===== src/rtl/ws2812b_rx.sv =====
// WS2812B NRZ line decoder: recovers GRB pixels and frame boundaries from pulse widths.
// Optional error reporting is enabled by defining WS2812B_RX_ERR_EN.
module ws2812b_rx #(
    parameter int T_MIN_HIGH = 4,
    parameter int T_THRESH   = 30,
    parameter int T_MAX_LOW  = 100,
    parameter int T_RESET    = 2500
) (
    input  logic        clk,
    input  logic        reset_n,
    input  logic        din,
    output logic [23:0] pixel_data,
    output logic [15:0] pixel_index,
    output logic        pixel_valid,
    output logic        frame_done,
    output logic [15:0] frame_pixels,
    output logic        busy,
    output logic        err
);

    localparam logic [15:0] MIN_H  = 16'(T_MIN_HIGH);
    localparam logic [15:0] THRESH = 16'(T_THRESH);
    localparam logic [15:0] RST_N  = 16'(T_RESET);
    localparam logic [15:0] RST_M1 = 16'(T_RESET - 1);

    typedef enum logic [1:0] {WAIT_RST, IDLE, HIGH, LOW} state_t;

    state_t      state, state_n;
    logic        din_s1, din_s2;
    logic [15:0] hi_cnt, hi_n;
    logic [15:0] lo_cnt, lo_n;
    logic [23:0] sr, sr_n;
    logic [4:0]  bit_cnt, bc_n;
    logic [15:0] idx, idx_n;
    logic        in_frame, inf_n;
    logic [23:0] pd_n;
    logic [15:0] pi_n, fp_n;
    logic        pv_n, fd_n;
    logic        bit_val;
`ifdef WS2812B_RX_ERR_EN
    localparam logic [15:0] MAX_L = 16'(T_MAX_LOW);
    logic        err_n;
`endif

    assign bit_val = (hi_cnt >= THRESH);
    assign busy    = (state == HIGH) || (state == LOW);

    always_comb begin
        state_n = state;
        hi_n    = hi_cnt;
        lo_n    = lo_cnt;
        sr_n    = sr;
        bc_n    = bit_cnt;
        idx_n   = idx;
        inf_n   = in_frame;
        pd_n    = pixel_data;
        pi_n    = pixel_index;
        fp_n    = frame_pixels;
        pv_n    = 1'b0;
        fd_n    = 1'b0;
`ifdef WS2812B_RX_ERR_EN
        err_n   = 1'b0;
`endif
        unique case (state)
            // Only a full reset-length low gap proves we are aligned to a pixel boundary.
            WAIT_RST: begin
                if (din_s2) begin
                    lo_n = 16'd0;
                end else if (lo_cnt == RST_M1) begin
                    lo_n    = 16'd0;
                    state_n = IDLE;
                end else begin
                    lo_n = lo_cnt + 16'd1;
                end
            end
            IDLE: begin
                if (din_s2) begin
                    hi_n    = 16'd1;
                    state_n = HIGH;
                end
            end
            HIGH: begin
                if (din_s2) begin
                    if (hi_cnt != 16'hFFFF) hi_n = hi_cnt + 16'd1;
                end else if (hi_cnt < MIN_H) begin
                    // Glitch: lo_cnt is left running so the surrounding gap is measured whole.
                    state_n = in_frame ? LOW : IDLE;
`ifdef WS2812B_RX_ERR_EN
                    err_n   = 1'b1;
`endif
                end else begin
                    sr_n    = {sr[22:0], bit_val};
                    inf_n   = 1'b1;
                    lo_n    = 16'd1;
                    state_n = LOW;
                    if (bit_cnt == 5'd23) begin
                        pd_n  = {sr[22:0], bit_val};
                        pi_n  = idx;
                        pv_n  = 1'b1;
                        idx_n = idx + 16'd1;
                        bc_n  = 5'd0;
                    end else begin
                        bc_n = bit_cnt + 5'd1;
                    end
`ifdef WS2812B_RX_ERR_EN
                    if (hi_cnt > MAX_L) err_n = 1'b1;
`endif
                end
            end
            LOW: begin
                if (din_s2) begin
                    hi_n    = 16'd1;
                    state_n = HIGH;
`ifdef WS2812B_RX_ERR_EN
                    if (lo_cnt > MAX_L) err_n = 1'b1;
`endif
                end else if (lo_cnt == RST_N) begin
                    fp_n    = idx;
                    fd_n    = 1'b1;
                    idx_n   = 16'd0;
                    bc_n    = 5'd0;
                    sr_n    = 24'd0;
                    inf_n   = 1'b0;
                    lo_n    = 16'd0;
                    state_n = IDLE;
`ifdef WS2812B_RX_ERR_EN
                    if (bit_cnt != 5'd0) err_n = 1'b1;
`endif
                end else begin
                    lo_n = lo_cnt + 16'd1;
                end
            end
            default: state_n = WAIT_RST;
        endcase
    end

    always_ff @(posedge clk or negedge reset_n) begin
        if (!reset_n) begin
            din_s1       <= 1'b0;
            din_s2       <= 1'b0;
            state        <= WAIT_RST;
            hi_cnt       <= 16'd0;
            lo_cnt       <= 16'd0;
            sr           <= 24'd0;
            bit_cnt      <= 5'd0;
            idx          <= 16'd0;
            in_frame     <= 1'b0;
            pixel_data   <= 24'd0;
            pixel_index  <= 16'd0;
            pixel_valid  <= 1'b0;
            frame_done   <= 1'b0;
            frame_pixels <= 16'd0;
        end else begin
            din_s1       <= din;
            din_s2       <= din_s1;
            state        <= state_n;
            hi_cnt       <= hi_n;
            lo_cnt       <= lo_n;
            sr           <= sr_n;
            bit_cnt      <= bc_n;
            idx          <= idx_n;
            in_frame     <= inf_n;
            pixel_data   <= pd_n;
            pixel_index  <= pi_n;
            pixel_valid  <= pv_n;
            frame_done   <= fd_n;
            frame_pixels <= fp_n;
        end
    end

`ifdef WS2812B_RX_ERR_EN
    always_ff @(posedge clk or negedge reset_n) begin
        if (!reset_n) err <= 1'b0;
        else          err <= err_n;
    end
`else
    assign err = 1'b0;
`endif

endmodule

===== config.mk =====
export PLATFORM = sky130hd
export DESIGN_NAME = ws2812b_rx
export DESIGN_NICKNAME = d
export VERILOG_FILES = /design/src/rtl/ws2812b_rx.sv
export SDC_FILE = /design/constraint.sdc
export NUM_CORES = 1
export LEC_CHECK = 0
export BUFFER_PORTS_ARGS = -buffer_cell sky130_fd_sc_hd__buf_2
export CORE_MARGIN = 2
export CORE_UTILIZATION = 40
export CTS_CLUSTER_SIZE = 30
export DETAILED_ROUTE_END_ITERATION = 10
export GPL_ROUTABILITY_DRIVEN = 0
export PLACE_DENSITY = 0.57
export SLEW_MARGIN = 40
export SYNTH_ARGS = -nofsm -noshare
export SYNTH_HDL_FRONTEND = slang
export SYNTH_SLANG_ARGS = --single-unit

===== constraint.sdc =====
create_clock -name clk -period 5.4 [get_ports clk]
set_input_delay 0.54 -clock clk [delete_from_list [all_inputs] [get_ports clk]]
set_output_delay 0.54 -clock clk [all_outputs]
set_load 0.02 [all_outputs]

# ---- Word level (Yosys, flattened, before mapping)
# Index checks and enable logic that the tools add are counted.
dict set report totals {
  ff_bits 139
  in_bits 3
  out_inout_bits 60
  elab_cells 103
}
dict set report op_classes {
  addsub 4
  order_cmp 2
  n_eq_ne 19
  n_mux 49
  bitwise 2
  reduce_logical 13
}
# cell n
set op_table {}
lappend op_table {{two-way mux 16 bit} 14}
lappend op_table {{two-way mux 23 bit} 4}
lappend op_table {{case mux 16 bit (2 select lines)} 2}
lappend op_table {{adder 16 x 1 -> 16 bit (second input constant)} 3}
lappend op_table {{case mux 16 bit (3 select lines)} 1}
lappend op_table {{case mux 23 bit (2 select lines)} 1}
lappend op_table {{== test 16 x 12 -> 1 bit (second input constant)} 2}
lappend op_table {{two-way mux 5 bit} 5}
lappend op_table {{greater-or-equal comparator 16 x 5 -> 1 bit (second input constant)} 1}
lappend op_table {{< comparator 16 x 3 -> 1 bit (second input constant)} 1}
lappend op_table {{two-way mux 2 bit} 8}
lappend op_table {{!= test 16 bit (second input constant)} 1}
lappend op_table {{!= test 2 bit (second input constant)} 7}
lappend op_table {{AND reduction 4 bit} 3}
lappend op_table {{two-way mux 1 bit} 11}
lappend op_table {{case mux 5 bit (2 select lines)} 1}
lappend op_table {{AND reduction 5 bit} 2}
lappend op_table {{!= test 2 x 1 -> 1 bit (second input constant)} 4}
lappend op_table {{case mux 2 bit (4 select lines)} 1}
lappend op_table {{AND reduction 6 bit} 1}
lappend op_table {{adder 5 x 1 -> 5 bit (second input constant)} 1}
lappend op_table {{== test 5 bit (second input constant)} 1}
lappend op_table {{== test 2 bit (second input constant)} 2}
lappend op_table {{nonzero test 2 bit} 2}
lappend op_table {{9 further kinds} 10}

# ---- Logic depth before layout (Yosys ltp)
dict set report logic_depth {
  ltp_word 5
  depth_mapped 8
  depth_no_buf 7
}

# ---- Worst setup path after synthesis
# Ideal clock, no wire load.
dict set report synth_timing {
  kind {register to register}
  startpoint {register lo_cnt[0]}
  endpoint {register frame_pixels[10]}
  setup_ns 0.128
  t_arrival_ns 1.923
  required_ns 5.272
  setup_slack_ns 3.349
  stages_incl_launch_ff 8
  path_buffers 1
  period_less_slack_ns 2.051
  cell_sequence {dfrtp_1 > inv_1 > ha_1 > nor4bb_1 > nand4_2 > nor3_4 > buf_4 > mux2_1}
}
dict set report synth_between {
  elab_chain_cells 2
}
# item line_no
set synth_rtl {}
lappend synth_rtl {{start: declaration} 31} ;# logic [15:0] lo_cnt, lo_n;
lappend synth_rtl {{start signal: assignment} 158} ;# lo_cnt <= lo_n;
lappend synth_rtl {{== test 16 x 12 -> 1 bit} 117} ;# end else if (lo_cnt == RST_N) begin
lappend synth_rtl {{AND reduction 3 bit (no source line)} n/a}
lappend synth_rtl {{end signal: assignment} 167} ;# frame_pixels <= fp_n;
lappend synth_rtl {{end: declaration} 16} ;# output logic [15:0] frame_pixels,
# Every way passes these cells.
# A chain may end at the register's enable or synchronous reset.

# ---- Worst setup path after layout
dict set report layout_timing {
  startpoint {register lo_cnt[0]}
  endpoint {register lo_cnt[8]}
}
dict set report layout_between {
  elab_chain_cells 4
  elab_cells_between_ends 8
  cone_classes {add/sub (1); eq/ne (2); mux (5)}
}
# item line_no
set layout_rtl {}
lappend layout_rtl {{adder 16 x 1 -> 16 bit, or another cell as far along} {73, 130}}
lappend layout_rtl {{two-way mux 16 bit (on tied branches)} {117, 69}}
lappend layout_rtl {{two-way mux 16 bit (on tied branches)} {111, 67}}
lappend layout_rtl {{case mux 16 bit (3 select lines) *} 64} ;# unique case (state)
# Every way passes the cells marked *; elsewhere a longest branch is shown, timed or not. The select of a mux whose other input is x is not followed.

==> impl_metrics.toml <==
[status]
status = "completed"

[synthesis]
synth-edff-count = 0
postSynthCellCount = 609
yosysTopAreaCell = "dfrtp_1"
yosysUniqueCellTypes = 72
synth_flop_cell = "dfrtp_1"
seq_area_frac_synth = 0.551
synth_area_leaders = "dfrtp_1 (55%), nand2_1 (8.5%), a22o_1 (3.3%)"
syn-num-nets = 618
synth_seq_cells = 139
synth_top_area_frac = 0.551
postSynthAreaPerCell_um2 = 10.4
syn_area_mm2 = 0.00631
synthArstFlopShare = 1.00
yosysWarnings = 0
yosys.cell_count.top_type = "nand2_1"
synth_common_cells = "nand2_1 (143), dfrtp_1 (139), nor2_1 (34)"

[clocking]
post_cts_buffers = 0
cts.repair.resized = 0
ctsHoldBuffers = 0
clkLatencyLatePin_ns = 0.42
clock_path_buffers = 2
cts_tree = "done"
htree_num_levels = 4
cts_num_sinks = 139
clk_pin_slew_ns = 0.06
cts-buffers-inserted = 17
root_buffer = "clkbuf_16"

[power_and_ir_drop]
p_per_area_mw_per_mm2 = 309
vdd_drop_max_mv = 0.218
p_leak_nw = 3.69

[place]
port_buffers = 61
place_area_mm2 = 0.00676
hpwl_um = 8270

[floorplan]
die_w_um = 130
core-area_mm2 = 0.0153
initial_core_util = 0.412
rows = 45
design.portCount = 63
die_area_mm2 = 0.0168
die_h_um = 130

[sta]
finalMaxSlewViolations = 0
slew_headroom = 0.504
hold_violations = 0
tightest_slew_ns = 0.741
fin_skew_ns = 0.0106
final-setup-viol-count = 0
max_freq_ghz = 0.389
layout_min_cycle_time_ns = 2.57
fin_crit_sh = 0.475
setup_tns_ns = 0
rsz0062_at_grt = "no"

[global_routing]
antenna_found_initial = 0
grt_pass1_wl_um = 21900
grt_pass1_vias = 4468
grt_max_degree = 92
grt_usage = 0.166
grt-ovfl-total = 0

[worst_setup_path]
start_kind = "flip-flop"
path_class = "flip-flop to flip-flop"
max_stage_delay_ns = 0.64
crit_path_top_delay_cell = "a22o_1"
cp-end-kind = "flip-flop"
critPathMaxFanout = 22
critical_path_required_ns = 5.69
critical_path.cell_chain = "inv_1 -> ha_1 -> nor4bb_1 -> nand4_2 -> a22o_1 -> nand2_1 -> o311ai_0"
crit_arrival_ns = 2.86

[final_layout]
antenna_cells = 0
final_area_mm2 = 0.00736
drive_gt1_frac = 0.177
num-nets-final = 667
syn_to_final_growth_pct = 16.6

[worst_hold_path]
hold_class = "primary input to asynchronous set/reset pin"

[routing]
drc = 0
vias = 4630
drtIter0Drc = 299
antenna_left = 0
wirelength_um = 12800
wl_per_cell_um = 14.5
routed_via_density = 5.25
first_pass_iters = 5

[run]
maxCapViolCount = 0
power by group:
part           total (mW)  switching, mW  internal (mW)
Combinational      0.0396         0.0298        0.00985
Sequential           1.06        0.00799           1.05
Clock                1.18          0.485          0.696
Total                2.28          0.523           1.75
cell type report:
| class | count | area (um^2) |
|---|---|---|
| Timing Repair Buffer | 67 | 359 |
| Tap cell | 211 | 264 |
| Inverter | 12 | 45.0 |
| Fill cell | 1417 | 7960 |
| Multi-Input combinational cell | 421 | 2610 |
| Clock buffer | 17 | 425 |
| Sequential cell | 139 | 3480 |
| Clock inverter | 15 | 176 |
layout by cell type (no fill, tap or decap), types with 8 or more instances in the layout:
cell         n
nand4_1     11
buf_2       60
a21oi_1     11
xnor2_1      8
nand2_1    143
a31oi_1     12
a22o_1      24
nand3_1     22
mux2_1      12
a22oi_1      8
nor2_1      34
clkbuf_16   17
o31ai_1     11
inv_1       12
xor2_1      15
dfrtp_1    139
o21ai_0     10
worst paths after layout:
kind	start	to	slack, ns	cells past startpoint
max in group asynchronous	reset_n	idx[14]	4.10	2
worst min register to register	din_s1	din_s2	0.35	0
worst min-delay path	reset_n	frame_done	0.18	1
worst max register to register	lo_cnt[0]	lo_cnt[8]	2.83	7
min in group clk	din	din_s1	0.22	1
worst max-delay path	lo_cnt[0]	lo_cnt[8]	2.83	7
critical path: cells and delay by family, from the launching register on:
family / cells / cell delay (ns)
buffers and inverters: 1 / 0.07
flip-flops: 1 / 0.39
AND/OR/NAND/NOR: 3 / 0.69
adder cells (fa/ha/maj): 1 / 0.18
AO/OA/AOI/OAI: 2 / 1.10
metal layers:
layer | up-vias | share of wire | global-route usage
li1 | 2258 | - | -
met4 | 0 | 0.011 | 0.0595
met2 | 82 | 0.45 | 0.250
met5 | - | 0 | 0
met3 | 13 | 0.039 | 0.0500
met1 | 2277 | 0.50 | 0.228
flip-flops by register name, indices dropped and copies added, names as in the netlist:
signal and count:
pixel_data 24, sr 23, frame_pixels 16, hi_cnt 16, idx 16, lo_cnt 16
pixel_index 16, bit_cnt 5, state 2, din_s1 1, din_s2 1, frame_done 1
in_frame 1, pixel_valid 1
cells by family after synthesis:
kind of cell               synth area share
and+or+nand+nor                       0.194
DFF                                   0.551
AOI/OAI and AO/OA                     0.139
buffers and inverters                0.0373
xor gates and xnor gates             0.0319
muxes                                0.0351
adders and majority gates            0.0119
other                              0.000594
through the flow:
step	instances	worst slack, ns	total power, mW	util	hold slack (ns)
4_1_cts	882	2.82	2.30	0.480	0.200
3_3_place_gp	850	2.98	1.12	0.441	0.334
2_1_floorplan	609	3.35	1.09	-	0.244
6_report	882	2.83	2.28	0.481	0.183
5_1_grt	882	2.66	2.36	0.481	0.207
3_5_place_dp	850	2.88	1.12	0.441	0.338
No activity file was read; power rests on OpenSTA's default activity.
